[src/rtl/fft16_bfly_sched.sv]
// Butterfly sequencer for the 16-point radix-2 DIT CORDIC FFT: read/twiddle issue, delayed write-back.
// Optional build macro FFT16_INVERSE_EN adds an 'inverse' input that selects positive (IFFT) twiddle angles.
module fft16_bfly_sched #(
    parameter int BF_LAT = 1
) (
    input  logic        clock,
    input  logic        reset,
    input  logic        start,
`ifdef FFT16_INVERSE_EN
    input  logic        inverse,
`endif
    output logic        busy,
    output logic        done,
    output logic [1:0]  stage,
    output logic        rd_en,
    output logic [3:0]  rd_addr_a,
    output logic [3:0]  rd_addr_b,
    output logic [2:0]  tw_idx,
    output logic [31:0] zangle,
    output logic        wr_en,
    output logic [3:0]  wr_addr_a,
    output logic [3:0]  wr_addr_b
);

    typedef enum logic [1:0] {IDLE, RUN, DRAIN, DONE} state_t;

    state_t      state_reg, state_next;
    logic [2:0]  k_reg, k_next;
    logic [1:0]  stage_cnt_reg, stage_cnt_next;
    logic [3:0]  drain_reg, drain_next;
`ifdef FFT16_INVERSE_EN
    logic        inv_reg, inv_next;
`endif

    logic        busy_reg, busy_next;
    logic        done_reg, done_next;
    logic [1:0]  stage_reg, stage_next;
    logic        rd_en_reg, rd_en_next;
    logic [3:0]  rd_a_reg, rd_a_next;
    logic [3:0]  rd_b_reg, rd_b_next;
    logic [2:0]  tw_reg, tw_next;
    logic [31:0] zangle_reg, zangle_next;

    logic [3:0]  span, pos, grp, addr_a, addr_b, tw_wide;
    logic [2:0]  grp_shift;
    logic [31:0] angle_mag;

    // Sequencing FSM: state and loop counters
    always_ff @(posedge clock) begin
        if (reset) begin
            state_reg     <= IDLE;
            k_reg         <= 3'd0;
            stage_cnt_reg <= 2'd0;
            drain_reg     <= 4'd0;
`ifdef FFT16_INVERSE_EN
            inv_reg       <= 1'b0;
`endif
        end else begin
            state_reg     <= state_next;
            k_reg         <= k_next;
            stage_cnt_reg <= stage_cnt_next;
            drain_reg     <= drain_next;
`ifdef FFT16_INVERSE_EN
            inv_reg       <= inv_next;
`endif
        end
    end

    always_comb begin
        state_next     = state_reg;
        k_next         = k_reg;
        stage_cnt_next = stage_cnt_reg;
        drain_next     = drain_reg;
`ifdef FFT16_INVERSE_EN
        inv_next       = inv_reg;
`endif
        case (state_reg)
            IDLE: begin
                if (start) begin
                    state_next     = RUN;
                    k_next         = 3'd0;
                    stage_cnt_next = 2'd0;
`ifdef FFT16_INVERSE_EN
                    inv_next       = inverse;
`endif
                end
            end
            RUN: begin
                k_next = k_reg + 3'd1;
                if (k_reg == 3'd7) begin
                    state_next = DRAIN;
                    drain_next = 4'(BF_LAT - 1);
                end
            end
            DRAIN: begin
                // Counts down to zero, giving exactly BF_LAT idle issue slots
                if (drain_reg == 4'd0) begin
                    if (stage_cnt_reg == 2'd3) begin
                        state_next = DONE;
                    end else begin
                        state_next     = RUN;
                        stage_cnt_next = stage_cnt_reg + 2'd1;
                        k_next         = 3'd0;
                    end
                end else begin
                    drain_next = drain_reg - 4'd1;
                end
            end
            DONE: begin
                state_next     = IDLE;
                stage_cnt_next = 2'd0;
            end
            default: state_next = IDLE;
        endcase
    end

    // Butterfly address and twiddle generation for (stage, k)
    always_comb begin
        span      = 4'd1 << stage_cnt_reg;
        pos       = {1'b0, k_reg} & (span - 4'd1);
        grp       = {1'b0, k_reg} >> stage_cnt_reg;
        grp_shift = {1'b0, stage_cnt_reg} + 3'd1;
        addr_a    = (grp << grp_shift) | pos;
        addr_b    = addr_a + span;
        tw_wide   = pos << (2'd3 - stage_cnt_reg);
        angle_mag = {1'b0, tw_wide[2:0], 28'd0};
    end

    always_comb begin
        busy_next   = (state_reg == RUN) || (state_reg == DRAIN);
        done_next   = (state_reg == DONE);
        stage_next  = stage_cnt_reg;
        rd_en_next  = (state_reg == RUN);
        rd_a_next   = 4'd0;
        rd_b_next   = 4'd0;
        tw_next     = 3'd0;
        zangle_next = 32'd0;
        if (state_reg == RUN) begin
            rd_a_next = addr_a;
            rd_b_next = addr_b;
            tw_next   = tw_wide[2:0];
`ifdef FFT16_INVERSE_EN
            zangle_next = inv_reg ? angle_mag : (32'd0 - angle_mag);
`else
            zangle_next = 32'd0 - angle_mag;
`endif
        end
    end

    always_ff @(posedge clock) begin
        if (reset) begin
            busy_reg   <= 1'b0;
            done_reg   <= 1'b0;
            stage_reg  <= 2'd0;
            rd_en_reg  <= 1'b0;
            rd_a_reg   <= 4'd0;
            rd_b_reg   <= 4'd0;
            tw_reg     <= 3'd0;
            zangle_reg <= 32'd0;
        end else begin
            busy_reg   <= busy_next;
            done_reg   <= done_next;
            stage_reg  <= stage_next;
            rd_en_reg  <= rd_en_next;
            rd_a_reg   <= rd_a_next;
            rd_b_reg   <= rd_b_next;
            tw_reg     <= tw_next;
            zangle_reg <= zangle_next;
        end
    end

    // Write-back delay line: BF_LAT registers of {valid, addr_a, addr_b}, free-running
    logic       dl_valid_reg [BF_LAT];
    logic [3:0] dl_a_reg     [BF_LAT];
    logic [3:0] dl_b_reg     [BF_LAT];

    generate
        for (genvar gi = 0; gi < BF_LAT; gi++) begin : g_dly
            logic       in_valid;
            logic [3:0] in_a, in_b;
            if (gi == 0) begin : g_head
                assign in_valid = rd_en_reg;
                assign in_a     = rd_a_reg;
                assign in_b     = rd_b_reg;
            end else begin : g_tail
                assign in_valid = dl_valid_reg[gi-1];
                assign in_a     = dl_a_reg[gi-1];
                assign in_b     = dl_b_reg[gi-1];
            end
            always_ff @(posedge clock) begin
                if (reset) begin
                    dl_valid_reg[gi] <= 1'b0;
                    dl_a_reg[gi]     <= 4'd0;
                    dl_b_reg[gi]     <= 4'd0;
                end else begin
                    dl_valid_reg[gi] <= in_valid;
                    dl_a_reg[gi]     <= in_a;
                    dl_b_reg[gi]     <= in_b;
                end
            end
        end
    endgenerate

    assign busy      = busy_reg;
    assign done      = done_reg;
    assign stage     = stage_reg;
    assign rd_en     = rd_en_reg;
    assign rd_addr_a = rd_a_reg;
    assign rd_addr_b = rd_b_reg;
    assign tw_idx    = tw_reg;
    assign zangle    = zangle_reg;
    assign wr_en     = dl_valid_reg[BF_LAT-1];
    assign wr_addr_a = dl_a_reg[BF_LAT-1];
    assign wr_addr_b = dl_b_reg[BF_LAT-1];

endmodule

[config.mk]
export PLATFORM = sky130hd
export DESIGN_NAME = fft16_bfly_sched
export DESIGN_NICKNAME = d
export VERILOG_FILES = /design/src/rtl/fft16_bfly_sched.sv
export SDC_FILE = /design/constraint.sdc
export NUM_CORES = 1
export LEC_CHECK = 0
export ABC_AREA = 1
export CAP_MARGIN = 20
export CORE_MARGIN = 1.5
export CORE_UTILIZATION = 35
export CTS_CLUSTER_SIZE = 8
export DETAILED_ROUTE_END_ITERATION = 8
export GPL_TIMING_DRIVEN = 0
export MAX_ROUTING_LAYER = met4
export SYNTH_ARGS = -nofsm -noshare
export SYNTH_HDL_FRONTEND = slang
export SYNTH_SLANG_ARGS = --single-unit
[constraint.sdc]
create_clock -name clock -period 5.2 [get_ports clock]
set_input_delay 0.78 -clock clock [delete_from_list [all_inputs] [get_ports clock]]
set_output_delay 0.78 -clock clock [all_outputs]
set_load 0.01 [all_outputs]
# Word level (Yosys, flattened, before mapping)
# Memory sizes are Yosys's and may differ from the RTL's.
# Index checks and enable logic that the tools add are counted.
# word_totals
register_bits,59
mem_bits_rw,9
in_bits,3
output_inout_bits,57
word_cells,79
n_memories,3
# classes
n_addsub,8
eq_ne,10
shift,4
n_mux,25
bitwise,3
n_reduce_logical,14
# memory_table
name,depth,width,read_ports,rd_clocked_by_memory_dff,write_ports,line,source
dl_a_reg,1,4,1,0,1,174,logic [3:0] dl_a_reg [BF_LAT];
dl_b_reg,1,4,1,0,1,175,logic [3:0] dl_b_reg [BF_LAT];
dl_valid_reg,1,1,1,0,1,173,logic dl_valid_reg [BF_LAT];
# ops
cell,count
$sub A1 B31 Y32 const A,1
$mux W4,4
$mux W2,7
$mux W3,3
$pmux W3 S3,1
$ne A2 B2 Y1 const B,4
$pmux W2 S4,1
$pmux W4 S2,1
$reduce_and A4 Y1,2
$reduce_or A4 Y1,2
$sub A4 B1 Y4 const B,2
$mux W1,7
$eq A2 B2 Y1 const B,3
$pmux W2 S3,1
$reduce_and A3 Y1,2
$reduce_bool A3 Y1,2
$add A4 B4 Y4,1
$and A3 B4 Y4,1
$logic_not A4 Y1,1
$or A4 B4 Y4,1
$shl A1 B2 Y4 const A,1
$shl A4 B2 Y3,1
$shl A4 B3 Y4,1
$shr A3 B2 Y4,1
other kinds (13),13

# Longest topological paths before layout
# Gate-level depths: netlist of run 1.
# logic_depth
depth_word,5
ltp_mapped,13
ltp_nobuf,12

# Worst setup path before layout of run 1
# Ideal clock, no wire load.
# synth_timing
kind,reg2reg
from,reg stage_cnt_reg[0]
to,"reg rd_b_reg[2], in the netlist rd_addr_b[2]"
setup_ps,117
arrival_time_ps,1944
required_time_ps,5083
slack_ps,3139
path_stages_with_launch,11
n_path_buf,1
synth_period_minus_slack_ps,2061
cell_sequence,dfxtp_1 > buf_2 > inv_1 > ha_1 > nor2_1 > nand2_1 > nand2_1 > ha_1 > fa_1 > xnor2_1 > nor2_1
# synth_via
elab_chain_cells,5
elab_cells_between_ends,8
classes_between,add/sub (3); shift (3); bitwise (2)
# synth_lines
item,line,source
start: declaration,29,"logic [1:0] stage_cnt_reg, stage_cnt_next;"
start signal: assignment,61,stage_cnt_reg <= stage_cnt_next;
$shl A1 B2 Y4,119,span = 4'd1 << stage_cnt_reg;
$sub A4 B1 Y4,120,"pos = {1'b0, k_reg} & (span - 4'd1);"
$and A3 B4 Y4,120,
$or A4 B4 Y4 *,123,addr_a = (grp << grp_shift) | pos;
via addr_a[0],44,"logic [3:0] span, pos, grp, addr_a, addr_b, tw_wide;"
$add A4 B4 Y4 *,124,addr_b = addr_a + span;
end signal: assignment,166,rd_b_reg <= rd_b_next;
end: declaration,40,"logic [3:0] rd_b_reg, rd_b_next;"
# The timed path passes the listed nets; every way through them passes the cells marked *.
# A chain may end at the register's enable or synchronous reset.

# Worst setup path after layout of run 1
# layout_timing
from,reg stage_cnt_reg[0]
to,"reg rd_b_reg[3], in the netlist rd_addr_b[3]"
# The elaborated chain is that of the path after synthesis.

==> results.yml, run 1 <==
outcome:
  run_status: "completed"
drt:
  viasPerCell: 4.01
  final_antenna_net_count: 0
  avgRoutedWirePerCell_um: 8.68
  vias: 1578
  drt_iter0_markers: 45
  drcViolationCount: 0
  dr.pass1.iters: 4
  routed_wl_um: 3420
global_route:
  grt_pass1_wl_um: 6150
  antenna_found_initial: 0
  grt_max_degree: 12
  grt_pass1_vias: 1477
  grt_usage_pct: 12.9
  grt-ovfl-total: 0
synth:
  ys_seq_area_share_pct: 39.2
  synth.avg_cell_area_um2: 7.73
  synth_seq_cells: 39
  synth_warnings: 0
  synth_cell_types: 25
  mappedNetlistArea_um2: 1990
  postSynthCellCount: 258
clock_tree:
  postCtsHoldBufs: 0
  cts-root-buf: "clkbuf_8"
  post_cts_buffers: 0
  clk_path_buf_depth: 2
  cts_tree: "yes"
  h-tree-depth: 2
  clk_pin_slew_ps: 70
  worstSkewPairLatency_ps: 290
  cts.sinks: 39
  cts_resized: 0
  cts_buffers: 5
pwr:
  irDropWorstVdd_uv: 116
  p_leak_nw: 1.25
  fin_total_pwr_mw: 0.917
  power_density_nw_per_um2: 356
setup_path:
  reg2reg_depth: 12
  slowest_stage: "ha_1"
  cp_cell_sequence: "buf_2 > inv_1 > ha_1 > nor2_1 > nand3_1 > nand3_1 > ha_1 > nand3_1 > nand3_1 > inv_1 > nand2_1 > a21oi_1"
  cpMostUsedCell: "nand3_1"
  start_kind: "flop"
  rr_startpoint: "stage_cnt_reg[0]"
  required_ps: 5420
  critPathTopFamily: "simple AND/OR/NAND/NOR gates"
  slowest_delay_ps: 400
  regToRegSetupSlack_ps: 2870
  cp-end-kind: "flop"
  worstPathBufferInverterCount: 3
  crit_type: "flop to flop"
  path_max_fanout: 9
  worstPathArrival_ps: 2550
  reg2reg_to: "rd_addr_b[3]"
floorplan:
  die-area_um2: 6160
  die_h_um: 78.5
  boundaryPins: 60
  die_w_um: 78.5
  placementRows: 27
  fp.coreArea_um2: 5510
  floorplan.initialDensity_pct: 36.2
timing:
  slew_headroom_pct: 66.5
  fin_crit_sh_pct: 44.8
  fin_ws_ps: 2870
  min_period_ps: 2330
  hold_viol: 0
  max_freq_ghz: 0.430
  tightest_slew_ps: 502
  fin_tns_setup_ps: 0
  setup_violations: 0
  slew_violations: 0
  skew_ps: 5.64
  rsz0062_at_grt: "no"
place:
  gp_congestion: 0.879
  dpl.hpwl_um: 2700
  dp.cells: 387
  dp_slack_ps: 2890
  io_buffers: 30
cells_and_area:
  diodes: 0
  final_cells: 394
  synthToLayoutAreaGrowth_pct: 29.1
  fill_cells: 547
  drive_gt1_share_pct: 15.5
  fin_nets: 342
worst_hold_path:
  hold_end: "dl_b_reg[0][1]"
  hold_class: "flop to flop"
  holdCritStartpoint: "rd_addr_b[1]"
  hold_path_depth: 2
flow_run:
  cap_violations: 0
## cell type report
type | instances | area, um^2 | area share [%]
Multi-Input combinational cell | 169 | 912 | 35.5
Sequential cell | 39 | 781 | 30.4
Timing Repair Buffer | 30 | 300 | 11.7
Buffer | 33 | 236 | 9.19
Inverter | 44 | 165 | 6.42
Tap cell | 72 | 90.1 | 3.50
Clock buffer | 6 | 82.6 | 3.21
Clock inverter | 1 | 5.00 | 0.195
## tightest hold or removal path, delay by kind of cell (launching register included)
kind	cells	cell delay, ps
buffers and inverters	1	40
DFF	1	310
and+or+nand+nor	1	30
## logic make-up after synthesis
logic type | count (synthesis) | share of synthesized area [%]
simple gates | 99 | 22.6
flops | 39 | 39.2
fa+ha+maj | 17 | 11.0
buf+inv | 77 | 20.1
xor+xnor | 2 | 0.879
other cells | 1 | 0.188
compound gates | 23 | 5.96
## worst max path at each step
| stage | startpoint | to | slack (ps) | depth (start not counted) |
|---|---|---|---|---|
| floorplan | stage_cnt_reg[0] | rd_addr_b[2] | 3140 | 10 |
| global placement | stage_cnt_reg[0] | rd_addr_b[2] | 2880 | 10 |
| detailed placement | stage_cnt_reg[0] | rd_addr_b[1] | 2890 | 10 |
| CTS | stage_cnt_reg[0] | rd_addr_b[1] | 2860 | 10 |
| global route | stage_cnt_reg[0] | rd_addr_b[3] | 2640 | 12 |
| finish | stage_cnt_reg[0] | rd_addr_b[3] | 2870 | 12 |
## cell usage in the layout, fill, tap and decap left out, types with 2 or more instances in the layout
cell / instances
nand4_1: 3
inv_1: 43
a21oi_1: 12
ha_1: 16
conb_1: 28
nor3_1: 2
o21ai_0: 7
buf_2: 3
o21ai_1: 2
clkdlybuf4s50_1: 30
nand3_2: 2
buf_4: 29
nor2_1: 32
nand2_2: 4
clkbuf_8: 6
nor2_4: 3
nand2_1: 37
dfxtp_1: 39
nand3_1: 15
## routing by layer
layer  GRT usage, %  vias to the layer above  part of all wire, %  wire (um)
met5              -                        -                    0          0
met4           6.25                        0                  2.0         69
met3           3.14                        6                  5.6        190
met2           21.4                       48                   45       1530
met1           14.5                      664                   48       1630
li1               -                      860                    -          -
## cell usage after synthesis, drive strengths merged
library cell | n | area share (%)
o21ai | 9 | 2.3
conb | 1 | 0.19
nor2 | 35 | 7.7
or2 | 1 | 0.44
a31oi | 1 | 0.31
a21oi | 12 | 3.0
buf | 33 | 12
dfxtp | 39 | 39
nand4 | 3 | 0.94
fa | 1 | 1.0
a211oi | 1 | 0.38
xor2 | 1 | 0.44
nand3 | 17 | 4.8
xnor2 | 1 | 0.44
nor3 | 2 | 0.50
ha | 16 | 10
inv | 44 | 8.3
nand2 | 41 | 8.2
## report_power, final
group | total [mW] | switching, mW | internal [mW]
logic | 0.347 | 0.204 | 0.143
registers | 0.368 | 0.0263 | 0.342
clock network | 0.202 | 0.0982 | 0.104
total | 0.917 | 0.329 | 0.588
## per-stage QoR
stage,area [um^2],util [%],hold WS [ps]
floorplan,2090,-,447
detailed placement,2480,45.1,411
CTS,2570,46.7,422
global route,2570,46.7,449
global placement,2480,45.1,408
finish,2570,46.7,419
Power figures use the tool's default switching activity.
==> run 2: changes to the inputs <==
clock period = 2.15 ns   (was 5.2 ns; I/O delays follow)
==> results.yml, run 2 (synthesized netlist as in run 1, its figures left out) <==
pwr:
  power_density_nw_per_um2: 844
  p_leak_nw: 1.29
  irDropWorstVdd_uv: 282
  fin_total_pwr_mw: 2.27
setup_path:
  cpMostUsedCell: "nand2_1"
  cp_cell_sequence: "buf_6 > clkinvlp_4 > ha_4 > nor2_4 > nand2_1 > nand2_1 > ha_1 > fa_1 > xnor2_1 > nor2_1"
  slowest_delay_ps: 380
  start_kind: "flop"
  crit_type: "flop to flop"
  cp-end-kind: "flop"
  slowest_stage: "fa_1"
  path_max_fanout: 7
  worstPathArrival_ps: 2210
  required_ps: 2330
cells_and_area:
  drive_gt1_share_pct: 19.8
  synthToLayoutAreaGrowth_pct: 34.7
  final_cell_area_um2: 2680
  final_cells: 401
  diodes: 0
  fin_util_pct: 48.7
  mostFrequentLayoutCells: "41 x inv_1, 37 x nand2_1, 37 x dfxtp_1, 36 x buf_4, 31 x nor2_1"
  final_common_cell: "inv_1"
  fin_nets: 349
place:
  dpl.hpwl_um: 2700
  io_buffers: 30
  dp.cells: 387
  dp_slack_ps: -161
  gp_congestion: 0.879
  postPlaceCellArea_um2: 2480
floorplan:
  die-area_um2: 6160
  die_h_um: 78.5
  boundaryPins: 60
  fp.coreArea_um2: 5510
  die_w_um: 78.5
  placementRows: 27
  floorplan.initialDensity_pct: 36.2
clock_tree:
  cts_buffers: 5
  clk_pin_slew_ps: 70
  postCtsHoldBufs: 0
  cts.sinks: 39
  cts_tree: "yes"
  h-tree-depth: 2
  cts-root-buf: "clkbuf_8"
  worstSkewPairLatency_ps: 290
  clk_path_buf_depth: 2
timing:
  max_freq_ghz: 0.491
  min_period_ps: 2030
  fin_ws_ps: 115
  fin_tns_setup_ps: 0
  slew_violations: 0
  fin_crit_sh_pct: 94.6
  setup_violations: 0
  tightest_slew_ps: 505
  slew_headroom_pct: 66.3
  skew_ps: 5.63
  hold_slack_ps: 326
  hold_viol: 0
outcome:
  run_status: "completed"
flow_run:
  cap_violations: 0
drt:
  avgRoutedWirePerCell_um: 8.85
  drt_iter0_markers: 56
  dr.pass1.iters: 4
  viasPerCell: 4.02
  drcViolationCount: 0
  final_antenna_net_count: 0
  vias: 1613
  routed_wl_um: 3550
global_route:
  grt_max_degree: 12
  antenna_found_initial: 0
  grt-ovfl-total: 0
  grt_pass1_vias: 1480
  grt_usage_pct: 12.9
  grt_pass1_wl_um: 6170
worst_hold_path:
  hold_class: "input pin to flop"
==> run 2: cell type report <==
cell class | count | area [um^2]
multi-input combinational | 169 | 950
inverter | 44 | 173
fill | 537 | 2820
buffer | 33 | 243
tap | 72 | 90.1
timing repair buffer | 37 | 353
clock inverter | 1 | 5.00
sequential | 39 | 788
clock buffer | 6 | 82.6
==> run 2: what timing repair did <==
action	in CTS	in global routing
cloned	0	0
endpoints found under the setup margin	3	4
setup buffers	0	7
resized for setup	6	8
pin swaps	0	1
==> run 2: report_power, final <==
group          total, mW  leakage, nW  switching, mW  internal [mW]
clock              0.490       0.0470          0.239          0.251
combinational      0.885        0.927          0.508          0.377
sequential         0.891        0.318         0.0647          0.826
==> run 2: final timing paths <==
kind	startpoint	to	slack, ps	depth (start not counted)
setup / recovery	stage_cnt_reg[0]	rd_addr_b[2]	120	10
hold reg to reg	rd_addr_b[1]	dl_b_reg[0][1]	420	2
hold / removal	reset	drain_reg[2]	330	2
setup reg to reg	stage_cnt_reg[0]	rd_addr_b[2]	120	10
==> run 2: worst max-delay path: cells and delay by family (launching register included) <==
family	cells	cell delay (ps)
fa+ha+maj	3	890
flops	1	370
simple gates	4	260
buf+inv	2	250
xor+xnor	1	160
==> run 2: per-layer routing <==
layer	GRT usage [%]	vias to the layer above	wire (um)
met4	6.25	0	64
met3	3.14	6	196
met2	21.3	51	1610
met1	14.6	683	1680
met5	-	-	0
li1	-	873	-
==> run 3: changes to the inputs <==
CAP_MARGIN = 5   (was 20)
==> results of run 3 <==
The final DEF is identical to that of run 2; final timing and power are the same.
